## src/rtl/cpu_pkg.sv

```systemverilog
// Shared opcode/phase definitions for the 8-bit accumulator CPU.
package cpu_pkg;

  localparam int unsigned NUM_PHASES = 8;

  typedef enum logic [2:0] {
    OP_HLT = 3'd0,
    OP_SKZ = 3'd1,
    OP_ADD = 3'd2,
    OP_AND = 3'd3,
    OP_XOR = 3'd4,
    OP_LDA = 3'd5,
    OP_STO = 3'd6,
    OP_JMP = 3'd7
  } opcode_e;

  typedef enum logic [2:0] {
    PH_INST_ADDR  = 3'd0,
    PH_INST_FETCH = 3'd1,
    PH_INST_LOAD  = 3'd2,
    PH_IDLE       = 3'd3,
    PH_OP_ADDR    = 3'd4,
    PH_OP_FETCH   = 3'd5,
    PH_ALU_OP     = 3'd6,
    PH_STORE      = 3'd7
  } phase_e;

  // Opcodes that read a memory operand into the accumulator path.
  function automatic logic is_aluop(input logic [2:0] op);
    return (op == OP_ADD) || (op == OP_AND) || (op == OP_XOR) || (op == OP_LDA);
  endfunction

endpackage

```

## src/rtl/cpu_phase_counter.sv

```systemverilog
// Instruction phase counter: wraps through NUM_PHASES, advances on ena unless held.
module cpu_phase_counter
  import cpu_pkg::*;
(
  input  logic       clk_i,
  input  logic       rst_ni,
  input  logic       ena_i,
  input  logic       hold_i,
  output logic [2:0] phase_o
);

  logic [2:0] phase_q, phase_d;

  // Next phase: advance with wrap when enabled and not held.
  always_comb begin
    phase_d = phase_q;
    if (ena_i && !hold_i) begin
      if (phase_q == 3'(NUM_PHASES - 1)) phase_d = '0;
      else                               phase_d = phase_q + 3'd1;
    end
  end

  // Phase register with synchronous active-low reset.
  always_ff @(posedge clk_i) begin
    if (!rst_ni) phase_q <= '0;
    else         phase_q <= phase_d;
  end

  assign phase_o = phase_q;

endmodule

```

## src/rtl/cpu_controller.sv

```systemverilog
// Instruction sequencer: steps eight phases per instruction and decodes strobes.
module cpu_controller
  import cpu_pkg::*;
(
  input  logic       clk,
  input  logic       rst_n,
  input  logic       ena,
  input  logic [2:0] opcode,
  input  logic       zero,
  output logic       sel,
  output logic       rd,
  output logic       ld_ir,
  output logic       inc_pc,
  output logic       ld_pc,
  output logic       ld_ac,
  output logic       data_e,
  output logic       wr,
  output logic       halt,
  output logic [2:0] phase
);

  logic [2:0] phase_w;
  phase_e     ph;
  logic [2:0] op_q, op_d;
  logic       halted_q, halted_d;
  logic       halt_req;
  logic [2:0] op_src;
  logic       aluop;

  assign ph       = phase_e'(phase_w);
  // Phase 4 decodes the live IR; later phases use the copy captured leaving phase 4.
  assign op_src   = (ph == PH_OP_ADDR) ? opcode : op_q;
  assign aluop    = is_aluop(op_src);
  assign halt_req = !halted_q && (ph == PH_OP_ADDR) && (opcode == OP_HLT);

  // Counter freezes at phase 4 on the halting edge and stays there.
  cpu_phase_counter u_phase (
    .clk_i   (clk),
    .rst_ni  (rst_n),
    .ena_i   (ena),
    .hold_i  (halted_q | halt_req),
    .phase_o (phase_w)
  );

  // Opcode capture and halt latch next-state.
  always_comb begin
    op_d     = op_q;
    halted_d = halted_q;
    if (ena && !halted_q && (ph == PH_OP_ADDR)) begin
      op_d = opcode;
      if (opcode == OP_HLT) halted_d = 1'b1;
    end
  end

  // Opcode and halt registers with synchronous active-low reset.
  always_ff @(posedge clk) begin
    if (!rst_n) begin
      op_q     <= '0;
      halted_q <= 1'b0;
    end else begin
      op_q     <= op_d;
      halted_q <= halted_d;
    end
  end

  // Strobe decode from phase, opcode source, zero flag and halt state.
  always_comb begin
    sel    = 1'b0;
    rd     = 1'b0;
    ld_ir  = 1'b0;
    inc_pc = 1'b0;
    ld_pc  = 1'b0;
    ld_ac  = 1'b0;
    data_e = 1'b0;
    wr     = 1'b0;
    halt   = 1'b0;
    if (halted_q) begin
      halt = 1'b1;
    end else begin
      unique case (ph)
        PH_INST_ADDR:  sel = 1'b1;
        PH_INST_FETCH: begin sel = 1'b1; rd = 1'b1; end
        PH_INST_LOAD,
        PH_IDLE:       begin sel = 1'b1; rd = 1'b1; ld_ir = 1'b1; end
        PH_OP_ADDR: begin
          inc_pc = 1'b1;
          halt   = (op_src == OP_HLT);
        end
        PH_OP_FETCH:   rd = aluop;
        PH_ALU_OP: begin
          rd     = aluop;
          inc_pc = (op_src == OP_SKZ) && zero;
          ld_pc  = (op_src == OP_JMP);
          data_e = (op_src == OP_STO);
        end
        PH_STORE: begin
          rd     = aluop;
          ld_ac  = aluop;
          ld_pc  = (op_src == OP_JMP);
          data_e = (op_src == OP_STO);
          wr     = (op_src == OP_STO);
        end
        default: ;
      endcase
    end
  end

  assign phase = phase_w;

endmodule

```

## config.mk

```make
export PLATFORM = sky130hd
export DESIGN_NAME = cpu_controller
export DESIGN_NICKNAME = d
export VERILOG_FILES = /design/src/rtl/cpu_pkg.sv /design/src/rtl/cpu_phase_counter.sv /design/src/rtl/cpu_controller.sv
export SDC_FILE = /design/constraint.sdc
export NUM_CORES = 1
export LEC_CHECK = 0
export ABC_AREA = 1
export ABC_CLOCK_PERIOD_IN_PS = 1200
export CAP_MARGIN = 0
export CORE_UTILIZATION = 40
export CTS_BUF_LIST = sky130_fd_sc_hd__clkbuf_8 sky130_fd_sc_hd__clkbuf_16
export DETAILED_ROUTE_END_ITERATION = 7
export PLACE_DENSITY = 0.73
export SLEW_MARGIN = 20
export SYNTH_ARGS = -nofsm -noshare
export SYNTH_HDL_FRONTEND = slang
export SYNTH_SLANG_ARGS = --single-unit
```

## constraint.sdc

```tcl
create_clock -name clk -period 1.2 [get_ports clk]
set_input_delay 0.12 -clock clk [delete_from_list [all_inputs] [get_ports clk]]
set_output_delay 0.12 -clock clk [all_outputs]
set_load 0.05 [all_outputs]
```

==> flow_metrics.tcl, run 1 <==
set metrics [dict create \
    yosysSeqAreaShare_pct 22.31 \
    syn_area_per_cell_um2 6.612 \
    ios 19 \
    routabilityCongestion 0.7973 \
    cts_root_buf "clkbuf_8" \
    place_area_um2 1236 \
    error "[ERROR DPL-0038] Utilization greater than 100%, impossible to legalize" \
    place_hpwl_um 1708 \
    rows 13 \
    die_h_um 41.63 \
    synth_fp_nets 108 \
    ys_warn_count 0 \
    stop_stage "clock tree synthesis" \
    htreeDepth 1 \
    synth_cell_types 19 \
    outcome "aborted with a tool error" \
    ys_ff_latch 7 \
    post_cts_resized 24 \
    clockBufferDepth 2 \
    cts.sinks 7 \
    syn_area_um2 628.1 \
    cts_made_buffers 3 \
    portBuffers 18 \
    postCtsSetupRepairBufs 7 \
    initial_core_util_pct 45.43 \
    die_w_um 41.63 \
    netlist_instances 95 \
    cts_hold_buffers 0 \
]
## Yosys cell counts (all sizes together)
cell / n / share of area [%]
nor3: 2 / 2.4
nand3: 10 / 10
buf: 1 / 1.8
dfxtp: 7 / 22
o21ai: 5 / 4.6
o211ai: 1 / 2.0
inv: 16 / 9.6
o211a: 1 / 1.6
nand2: 26 / 17
ha: 6 / 12
a21o: 1 / 1.2
a21oi: 10 / 8.0
nor2: 9 / 8.0
## cell families after synthesis
kind of cell               Yosys count  share of synthesized area [%]
buffers and inverters               17                          11.35
and+or+nand+nor                     47                          37.05
adders and majority gates            6                          11.95
AOI/OAI and AO/OA                   18                          17.33
DFF                                  7                          22.31
## per-stage QoR
stage          hold slack, ns  setup TNS [ns]  cells  setup WS (ns)
2_1_floorplan          0.2309          -2.716     95        -0.3705
3_3_place_gp           0.4625          -2.877    144        -0.2977
3_5_place_dp           0.4646          -3.675    144        -0.3539
==> inputs of run 2 (changes only) <==
--- a/config.mk
+++ b/config.mk
@@ -6,12 +6,12 @@
 export NUM_CORES = 1
 export LEC_CHECK = 0
 export ABC_AREA = 1
-export ABC_CLOCK_PERIOD_IN_PS = 1200
+export ABC_CLOCK_PERIOD_IN_PS = 1550
 export CAP_MARGIN = 0
-export CORE_UTILIZATION = 40
-export CTS_BUF_LIST = sky130_fd_sc_hd__clkbuf_8 sky130_fd_sc_hd__clkbuf_16
+export CORE_AREA = 2 2 63 65
 export DETAILED_ROUTE_END_ITERATION = 7
-export PLACE_DENSITY = 0.73
+export DIE_AREA = 0 0 65 67
+export PLACE_DENSITY_LB_ADDON = 0.15
 export SLEW_MARGIN = 20
 export SYNTH_ARGS = -nofsm -noshare
 export SYNTH_HDL_FRONTEND = slang
==> constraint.sdc (replaced) <==
create_clock -name clk -period 1.55 [get_ports clk]
set_input_delay 0.155 -clock clk [delete_from_list [all_inputs] [get_ports clk]]
set_output_delay 0.155 -clock clk [all_outputs]
set_load 0.05 [all_outputs]
==> flow_metrics.tcl, run 2 <==
set metrics [dict create \
    ys_async_sr_fraction_pct 0 \
    grt_max_degree 9 \
    yosys-top-cells-count "25 x nand2_1, 15 x inv_1, 10 x a21oi_1, 9 x nand3_1, 8 x nor2_1" \
    place_hpwl_um 1542 \
    synthToLayoutAreaGrowth_pct 119.7 \
    synth_edf_count 0 \
    crit_fanout 7 \
    tightest_slew_ns 0.2652 \
    power_w 0.0009093 \
    yosysSeqAreaShare_pct 22.31 \
    vdd_drop_max_mv 0.1689 \
    cts_root_buf "clkbuf_8" \
    cp-start-kind "flop" \
    p_per_area_nw_per_um2 658.9 \
    leakage_nw 0.5998 \
    internal_power_w 0.0005636 \
    worstSkewPairLatency_ns 0.24 \
    timing.rr.start "u_phase.phase_o[1]$_SDFFE_PN0P_" \
    setup_tns_ns -1.555 \
    relSlewSlack_pct 82.26 \
    htreeDepth 1 \
    synth_top_area_share_pct 22.31 \
    ff2ff_setup_slack_ns -0.01 \
    portBuffers 18 \
    hold_viol_final 0 \
    worstReg2RegEnd "u_phase.phase_o[0]$_SDFFE_PN0P_" \
    drive_gt1_share_pct 53.96 \
    grt_pass1_wl_um 3415 \
    ys_top_cells_by_area "dfxtp_1 22%, nand2_1 15%, ha_1 12%" \
    cts_tree "done" \
    period_minus_slack_ns 1.773 \
    slew_violations 0 \
    clkTransAtPathRegs_ns 0.04 \
    routabilityCongestion 0.8211 \
    violations "negative setup slack" \
    finalSetupViolCount 9 \
    grt_use_total_pct 10.55 \
    clockBufferDepth 2 \
    synth-main-ff-cell "dfxtp_1" \
    drt_iter0_drc 10 \
    vias 737 \
    min_path_type "reg -> reg" \
    dp.cells 174 \
    rows 22 \
    path_class "reg -> out" \
    swShare_pct 38.02 \
    die_w_um 65 \
    timing.critical_path.arrival_ns 1.62 \
    outcome "finished with violations" \
    grt_remaining_overflow 0 \
    synth_cell_types 19 \
    fin_worst_skew_ns 0.002231 \
    antennaDiodeCount 0 \
    instances_no_fill 187 \
    initial_core_util_pct 17.42 \
    critPathCapture "inc_pc" \
    required_ns 1.39 \
    antenna_found_initial 0 \
    rsz0062_at_grt "yes" \
    grt_pass1_vias 769 \
    rr_worst_depth 10 \
    layout_commonest_cell "buf_4" \
    fin_area_um2 1380 \
    worst_slack_ns -0.2232 \
    yosys.cell_count.top_type "nand2_1" \
    drcViolationCount 0 \
    dr.pass1.iters 4 \
    cts_made_buffers 3 \
    yosysTopAreaCell "dfxtp_1" \
    power.switching_w 0.0003457 \
    layout_common_cells "24 x buf_4, 18 x nand2_1, 10 x inv_1, 8 x nand3_1, 8 x buf_12" \
    place_area_um2 1171 \
    die_h_um 67 \
    post-route-period-util_pct 114.4 \
    max_freq_mhz 563.9 \
    p_seq_share_pct 22.9 \
    wire_per_inst_um 10.24 \
    netlist_instances 95 \
    ant_nets 0 \
    syn_area_per_cell_um2 6.612 \
    viasPerCell 3.941 \
    core-area_um2 3606 \
    cts.sinks 7 \
    n_fill_cell 377 \
    p_comb_share_pct 47.1 \
    synth_fp_nets 108 \
    nets 153 \
    critPathCaptureType "primary output" \
    ys_warn_count 0 \
    crit_start "u_phase.phase_o[1]$_SDFFE_PN0P_" \
    max_cap_violations 0 \
    ios 19 \
    wl_um 1914 \
    ys_ff_latch 7 \
    whs_ns 0.4779 \
    clock_power_share_pct 30.0 \
    syn_area_um2 628.1 \
    die-area_um2 4355 \
]
[run 2: cell counts after synthesis]
No cell type changed its count.
[run 2: how the worst min path moves through the flow]
| stage | from | to | slack, ns | depth (start not counted) |
|---|---|---|---|---|
| after detailed placement | op_q[2]$_SDFFE_PN0P_ | op_q[2]$_SDFFE_PN0P_ | 0.46 | 2 |
| after floorplan | rst_n | u_phase.phase_o[0]$_SDFFE_PN0P_ | 0.27 | 2 |
| final | op_q[2]$_SDFFE_PN0P_ | op_q[2]$_SDFFE_PN0P_ | 0.48 | 2 |
| after global routing | op_q[1]$_SDFFE_PN0P_ | op_q[1]$_SDFFE_PN0P_ | 0.51 | 2 |
| after global placement | op_q[1]$_SDFFE_PN0P_ | op_q[1]$_SDFFE_PN0P_ | 0.47 | 2 |
| after CTS | op_q[2]$_SDFFE_PN0P_ | op_q[2]$_SDFFE_PN0P_ | 0.47 | 2 |
[run 2: per-layer routing]
metal	routed length, µm	track usage [%]
met1	842	11.91
met2	955	18.30
met3	52	1.520
met4	63	7.181
met5	0	0
[run 2: stage by stage]
step	utilization (%)	worst slack (ns)
floorplan	-	-0.1137
global placement	32.48	-0.02653
detailed placement	32.48	-0.04967
CTS	36.29	-0.2183
global route	38.27	-0.3078
finish	38.27	-0.2232
[run 2: layout make-up]
cell class              instances  area, µm²  area share, %
multi-input cells              71      621.8          45.06
clock buffers                   4      45.04          3.264
well taps                      48      60.06          4.352
flip-flops and latches          7      151.4          10.97
repair buffers                 41      434.2          31.46
inverters                      16      67.56          4.896
[run 2: cell families after synthesis]
| logic type | share of synthesized area (%) |
|---|---|
| fa+ha+maj | 11.95 |
| compound gates | 17.33 |
| buf+inv | 11.35 |
| simple gates | 37.05 |
| flops | 22.31 |
[run 2: what timing repair did]
| item | in CTS | in global routing |
|---|---|---|
| pin swaps | 8 | 5 |
| setup endpoints to repair | 9 | 9 |
| cloned | 0 | 0 |
| buffers inserted | 4 | 5 |
| gates resized for setup | 14 | 9 |
| hold endpoints to repair | 0 | 0 |
| hold buffers | 0 | 0 |
[run 2: power groups by stage]
stage	logic, W	clock network [W]	registers [W]
floorplan	0.000212	0	0.000233
CTS	0.000416	0.000278	0.000207
global route	0.000461	0.000292	0.000211
global placement	0.000370	0	0.000212
finish	0.000428	0.000273	0.000208
detailed placement	0.000372	0	0.000213
[run 2: worst max-delay path, cell delays in order, from the launching register on]
cell	delay (ns)
dfxtp_4	0.38
inv_4	0.05
ha_4	0.19
nand2_8	0.09
nand2_1	0.06
nand2_1	0.07
nand2_2	0.07
inv_2	0.09
nand2_2	0.07
a21oi_4	0.15
buf_12	0.15
Power figures use the tool's default switching activity.
==> inputs of run 3 (changes only) <==
--- a/config.mk
+++ b/config.mk
@@ -12,7 +12,7 @@
 export DETAILED_ROUTE_END_ITERATION = 7
 export DIE_AREA = 0 0 65 67
 export PLACE_DENSITY_LB_ADDON = 0.15
-export SLEW_MARGIN = 20
+export SLEW_MARGIN = 5
 export SYNTH_ARGS = -nofsm -noshare
 export SYNTH_HDL_FRONTEND = slang
 export SYNTH_SLANG_ARGS = --single-unit
==> results of run 3 <==
The final DEF is identical to that of run 2; final timing and power are the same.
